===== src/rtl/wave_capture_ctrl_pkg.sv =====
// Shared definitions for the waveform capture controller and the other writers of the sample RAM.
// Covers state encodings, buffer geometry and RAM address width.
package wave_capture_ctrl_pkg;

  typedef enum logic [1:0] {
    ST_ARMED  = 2'd0,
    ST_ACTIVE = 2'd1,
    ST_WAIT   = 2'd2
  } cap_state_e;

  localparam int SAMPLES_PER_BUFFER = 256;
  localparam int RAM_AW             = 9;
  localparam int COL_W              = RAM_AW - 1;

  localparam logic [COL_W-1:0] LAST_COL = COL_W'(SAMPLES_PER_BUFFER - 1);

endpackage


===== src/rtl/wave_sample_fmt.sv =====
// Converts a signed audio sample to a display byte: inverted offset-binary top byte,
// so that positive swings plot upward (+max -> 8'h00, 0 -> 8'h7F, -min -> 8'hFF).
module wave_sample_fmt
  import wave_capture_ctrl_pkg::*;
#(
  parameter int SAMPLE_W = 16
) (
  input  logic [SAMPLE_W-1:0] sample_i,
  output logic [COL_W-1:0]    byte_o
);

  assign byte_o = {sample_i[SAMPLE_W-1], ~sample_i[SAMPLE_W-2:SAMPLE_W-8]};

  // Low-order bits are below display resolution.
  logic unused_lsbs;
  assign unused_lsbs = ^sample_i[SAMPLE_W-9:0];

endmodule


===== src/rtl/wave_capture_ctrl.sv =====
// Fills the back half of the double-buffered 512x8 sample RAM from a rising zero crossing
// and swaps halves on a frame boundary. Optional free-run timeout: WAVE_CAPTURE_TIMEOUT_EN.
module wave_capture_ctrl
  import wave_capture_ctrl_pkg::*;
#(
  parameter int SAMPLE_W        = 16,
  parameter int TIMEOUT_SAMPLES = 1024
) (
  input  logic                clk,
  input  logic                reset,
  input  logic                sample_valid,
  input  logic [SAMPLE_W-1:0] sample_in,
  input  logic                frame_done,
  output logic                write_enable,
  output logic [RAM_AW-1:0]   write_address,
  output logic [COL_W-1:0]    write_sample,
  output logic                read_index,
  output logic [1:0]          capture_state
);

  if (SAMPLE_W < 9) begin : g_bad_sample_w
    $error("wave_capture_ctrl: SAMPLE_W must be at least 9");
  end
  if (TIMEOUT_SAMPLES < 1) begin : g_bad_timeout
    $error("wave_capture_ctrl: TIMEOUT_SAMPLES must be at least 1");
  end

  cap_state_e        state_q, state_d;
  logic [COL_W-1:0]  count_q, count_d;
  logic              ri_q, ri_d;
  logic              prev_neg_q, prev_neg_d;
  logic              we_q, we_d;
  logic [RAM_AW-1:0] addr_q, addr_d;
  logic [COL_W-1:0]  data_q, data_d;

  logic              trigger;
  logic              wr_go;
  logic [COL_W-1:0]  wr_col;
  logic [COL_W-1:0]  fmt_byte;

  wave_sample_fmt #(
    .SAMPLE_W (SAMPLE_W)
  ) u_fmt (
    .sample_i (sample_in),
    .byte_o   (fmt_byte)
  );

  assign trigger = sample_valid & prev_neg_q & ~sample_in[SAMPLE_W-1];

`ifdef WAVE_CAPTURE_TIMEOUT_EN
  localparam int TO_W = $clog2(TIMEOUT_SAMPLES + 1);
  localparam logic [TO_W-1:0] TO_LIMIT = TO_W'(TIMEOUT_SAMPLES);

  logic [TO_W-1:0] to_q, to_d;
  logic            to_fire;

  // Forced capture once TIMEOUT_SAMPLES samples went by without a trigger.
  assign to_fire = sample_valid & ~trigger & (to_q == TO_LIMIT);

  always_comb begin
    to_d = '0;
    if (state_q == ST_ARMED && sample_valid && !trigger && !to_fire) begin
      to_d = to_q + TO_W'(1);
    end else if (state_q == ST_ARMED && !sample_valid) begin
      to_d = to_q;
    end
  end

  always_ff @(posedge clk or posedge reset) begin
    if (reset) to_q <= '0;
    else       to_q <= to_d;
  end
`else
  logic to_fire;
  assign to_fire = 1'b0;
`endif

  always_comb begin
    state_d    = state_q;
    count_d    = count_q;
    ri_d       = ri_q;
    prev_neg_d = sample_valid ? sample_in[SAMPLE_W-1] : prev_neg_q;
    we_d       = 1'b0;
    addr_d     = addr_q;
    data_d     = data_q;
    wr_go      = 1'b0;
    wr_col     = count_q;

    case (state_q)
      ST_ARMED: begin
        if (trigger || to_fire) begin
          wr_go   = 1'b1;
          wr_col  = '0;
          count_d = COL_W'(1);
          state_d = ST_ACTIVE;
        end
      end
      ST_ACTIVE: begin
        if (sample_valid) begin
          wr_go   = 1'b1;
          wr_col  = count_q;
          count_d = count_q + COL_W'(1);
          if (count_q == LAST_COL) state_d = ST_WAIT;
        end
      end
      ST_WAIT: begin
        if (frame_done) begin
          ri_d    = ~ri_q;
          state_d = ST_ARMED;
        end
      end
      default: state_d = ST_ARMED;
    endcase

    if (wr_go) begin
      we_d   = 1'b1;
      addr_d = {~ri_q, wr_col};
      data_d = fmt_byte;
    end
  end

  always_ff @(posedge clk or posedge reset) begin
    if (reset) begin
      state_q    <= ST_ARMED;
      count_q    <= '0;
      ri_q       <= 1'b0;
      prev_neg_q <= 1'b0;
      we_q       <= 1'b0;
      addr_q     <= 9'h100;
      data_q     <= '0;
    end else begin
      state_q    <= state_d;
      count_q    <= count_d;
      ri_q       <= ri_d;
      prev_neg_q <= prev_neg_d;
      we_q       <= we_d;
      addr_q     <= addr_d;
      data_q     <= data_d;
    end
  end

  assign write_enable  = we_q;
  assign write_address = addr_q;
  assign write_sample  = data_q;
  assign read_index    = ri_q;
  assign capture_state = state_q;

endmodule


===== config.mk =====
export PLATFORM = sky130hd
export DESIGN_NAME = wave_capture_ctrl
export DESIGN_NICKNAME = d
export VERILOG_FILES = /design/src/rtl/wave_capture_ctrl_pkg.sv /design/src/rtl/wave_sample_fmt.sv /design/src/rtl/wave_capture_ctrl.sv
export SDC_FILE = /design/constraint.sdc
export NUM_CORES = 1
export LEC_CHECK = 0
export CORE_ASPECT_RATIO = 0.8
export CORE_MARGIN = 5
export CORE_UTILIZATION = 40
export DETAILED_ROUTE_END_ITERATION = 10
export MAX_ROUTING_LAYER = met4
export PLACE_DENSITY = 0.7
export SYNTH_ARGS = -nofsm -noshare
export SYNTH_HDL_FRONTEND = slang
export SYNTH_SLANG_ARGS = --single-unit
export TNS_END_PERCENT = 100

===== constraint.sdc =====
create_clock -name clk -period 1.9 [get_ports clk]
set_clock_uncertainty 0.2 [all_clocks]
set_input_delay 0.57 -clock clk [delete_from_list [all_inputs] [get_ports clk]]
set_output_delay 0.57 -clock clk [all_outputs]
set_load 0.05 [all_outputs]

==> flow_summary.toml <==
[global_routing]
grtUsageTotal_pct = 15.3
antenna_found_initial = 0
overflow = 0
grt_pass1_wl_microns = 4870
grt_pass1_vias = 1038
grt_max_degree = 20

[sta]
slew_violations = 0
final_hold_viol_count = 0
finalSetupViolCount = 0
period_needed_ns = 1.77
fin_crit_sh_pct = 93.3
max_freq_mhz = 564
tns_ns = 0
rsz0062_at_grt = "no"
tightest_slew_ns = 0.344
max-slew-margin-rel_pct = 77.0

[critical_path]
rr_endpoint = "count_q[7]"
crit_end = "capture_state[0]"
worst_path_max_delay_cell = "dfrtp_1"
r2r_start = "capture_state[0]"
crit_buf_inv = 1
crit_type = "register to primary output"
path_depth = 1
crit_start = "capture_state[0]"
crit_path_end_kind = "primary output"
crit_path_max_incr_delay_ns = 0.54
crit_fanout = 8
r2r_cells = 3
worst_setup_path_start_kind = "register"
critical_path.cell_chain = "buf_12"
r2r_setup_slack_ns = 0.20
required_ns = 1.13
cp.arrival_ns = 1.00
cpLargestDelayFamily = "flip-flops"

[synth]
ys_seq_elements = 30
yosysSeqAreaShare_pct = 57.5
synth.avg_cell_area_sq_um = 11.5
syn_area_sq_um = 1310
yosysUniqueCellTypes = 30
yosys_warnings = 0
syn_nets = 135
synthCells = 114

[layout]
register_area_sq_um = 752
nets = 186
final_common_cell = "dfrtp_1"
multiInputGateArea_sq_um = 497
area_growth_pct = 58.7
final_area_sq_um = 2070
insertedDiodeCount = 0
n_fill_cell = 230
layout_common_cells = "29 x dfrtp_1, 22 x buf_12, 16 x mux2i_1"
drive_above_1_share_pct = 27.9

[cts]
cts_hold_buf = 0
postCtsSetupRepairBufs = 0
clock_path_buffers = 2
insertion_delay_ns = 0.28
htree_levels = 2
cts_tree = "built"
cts_buffers = 5
clkTransAtPathRegs_ns = 0.06
root_buffer = "clkbuf_8"
cts.sinks = 30

[pwr]
p_per_area_nw_per_um2 = 1060
switching_share_pct = 35.1
combPwrFrac_pct = 37.8
p_switching_uw = 770
power.leakage_nw = 1.02
clkPwrFrac_pct = 21.3
internal_power_mw = 1.42
max-vdd-ir-drop_uv = 442
p_seq_share_pct = 40.9

[route]
drt_first_pass_iters = 4
drtIter0Drc = 43
antenna_left = 0
vias = 1007
route.detailed.drc = 0
vias_per_cell = 4.91
routed_wl_microns = 2830
routedWlPerCell_microns = 13.8

[floorplan]
die_h_microns = 61.1
fp.dieW_microns = 73.9
initial_core_util_pct = 42.1
die-area_sq_um = 4520
pin_count = 41
core_sq_um = 3110
rows = 18

[place]
dpl_cell_area_sq_um = 2000
dp.final_hpwl_microns = 2210
place_congestion = 0.770
io_buffers = 32

[job]
max_cap_viol_count = 0

[worst_hold_path]
hold_class = "register to register"

[outcome]
status = "finished clean"
## area by class of cell
cell class	instances	share of cell area, %
Tap cell	40	2.41
Clock buffer	7	3.68
Multi-Input combinational cell	69	23.9
Sequential cell	30	36.2
Timing Repair Buffer	47	31.5
Inverter	12	2.17
## power groups by stage
stage | Combinational [mW] | Sequential [mW] | Clock, mW
2_1_floorplan | 0.162 | 1.10 | 0
3_3_place_gp | 0.817 | 0.897 | 0
3_5_place_dp | 0.839 | 0.909 | 0
4_1_cts | 0.839 | 0.899 | 0.480
5_1_grt | 0.870 | 0.916 | 0.514
6_report | 0.830 | 0.898 | 0.467
## cells in the mapped netlist
cell       n  share of area, %
or3_1      3               1.4
nand4_2    1              0.96
clkbuf_1   1              0.29
dfstp_2    1               2.0
a21o_1     3               1.7
nor2_1    11               3.2
a21oi_1    6               2.3
a22o_1     1              0.67
nand3b_1   1              0.57
nand4b_2   1               1.1
mux2i_1   16                12
or4_1      2               1.1
nand3_1    1              0.38
nand2_1    3              0.86
nor4b_1    1              0.67
ha_1       1              0.96
nand2b_1   3               1.4
nand4_1    3               1.4
xnor2_1    1              0.67
nor3_1     1              0.38
dfrtp_1   29                56
inv_1     12               3.4
xor2_1     1              0.67
o31ai_1    2               1.1
nor3_2     1              0.77
o21bai_1   1              0.57
nand4b_1   1              0.67
mux2_2     1              0.86
o21ai_0    3               1.1
buf_2      2              0.77
## state kept, by name, summed over array words and instances (netlist names)
| register | cells |
|---|---|
| write_sample | 8 |
| write_address | 9 |
| read_index | 1 |
| capture_state | 2 |
| count_q | 8 |
| prev_neg_q | 1 |
| write_enable | 1 |
## worst reg2reg max path: cells and delay by family, from the launching register on
kind / cells / cell delay [ns]
and+or+nand+nor: 2 / 0.76
DFF: 1 / 0.54
AOI/OAI and AO/OA: 1 / 0.13
## kinds of logic (layout without fill, tap and decap cells)
kind of cell               count (synthesis)  after routing  share of synthesized area [%]
adders and majority gates                  1              1                          0.957
buffers and inverters                     15             66                           4.50
and+or+nand+nor                           33             33                           15.0
xor gates and xnor gates                   2              2                           1.34
DFF                                       30             30                           57.5
AOI/OAI and AO/OA                         16             16                           7.56
muxes                                     17             17                           13.1
## worst min-delay path by stage
stage | startpoint | endpoint | cells after the start
floorplan | prev_neg_q | prev_neg_q | 1
global placement | write_address[8] | write_address[8] | 2
detailed placement | write_address[8] | write_address[8] | 2
CTS | write_address[8] | write_address[8] | 2
global route | write_address[8] | write_address[8] | 2
finish | write_address[8] | write_address[8] | 2
## repair_timing
action / CTS / global route
endpoints found under the hold margin: 0 / 0
resized for setup: 1 / 0
endpoints found under the setup margin: 12 / 0
## metal layers
metal / GRT usage (%) / share of wire, % / vias to the layer above
met2: 22.6 / 48 / 19
met5: - / 0 / -
met4: 8.53 / 2.2 / 0
met3: 4.73 / 4.4 / 7
li1: - / - / 494
met1: 18.7 / 45 / 487
## per-stage QoR
stage | power (mW) | util [%] | hold WS [ns] | setup slack (ns) | instances
6_report | 2.19 | 66.7 | 0.293 | 0.127 | 205
5_1_grt | 2.30 | 66.7 | 0.312 | 0.0343 | 205
4_1_cts | 2.22 | 66.7 | 0.301 | 0.110 | 205
3_5_place_dp | 1.75 | 64.3 | 0.292 | -0.388 | 198
3_3_place_gp | 1.71 | 64.3 | 0.281 | -0.318 | 198
2_1_floorplan | 1.26 | - | 0.282 | 0.00443 | 114
Power figures use the tool's default switching activity.
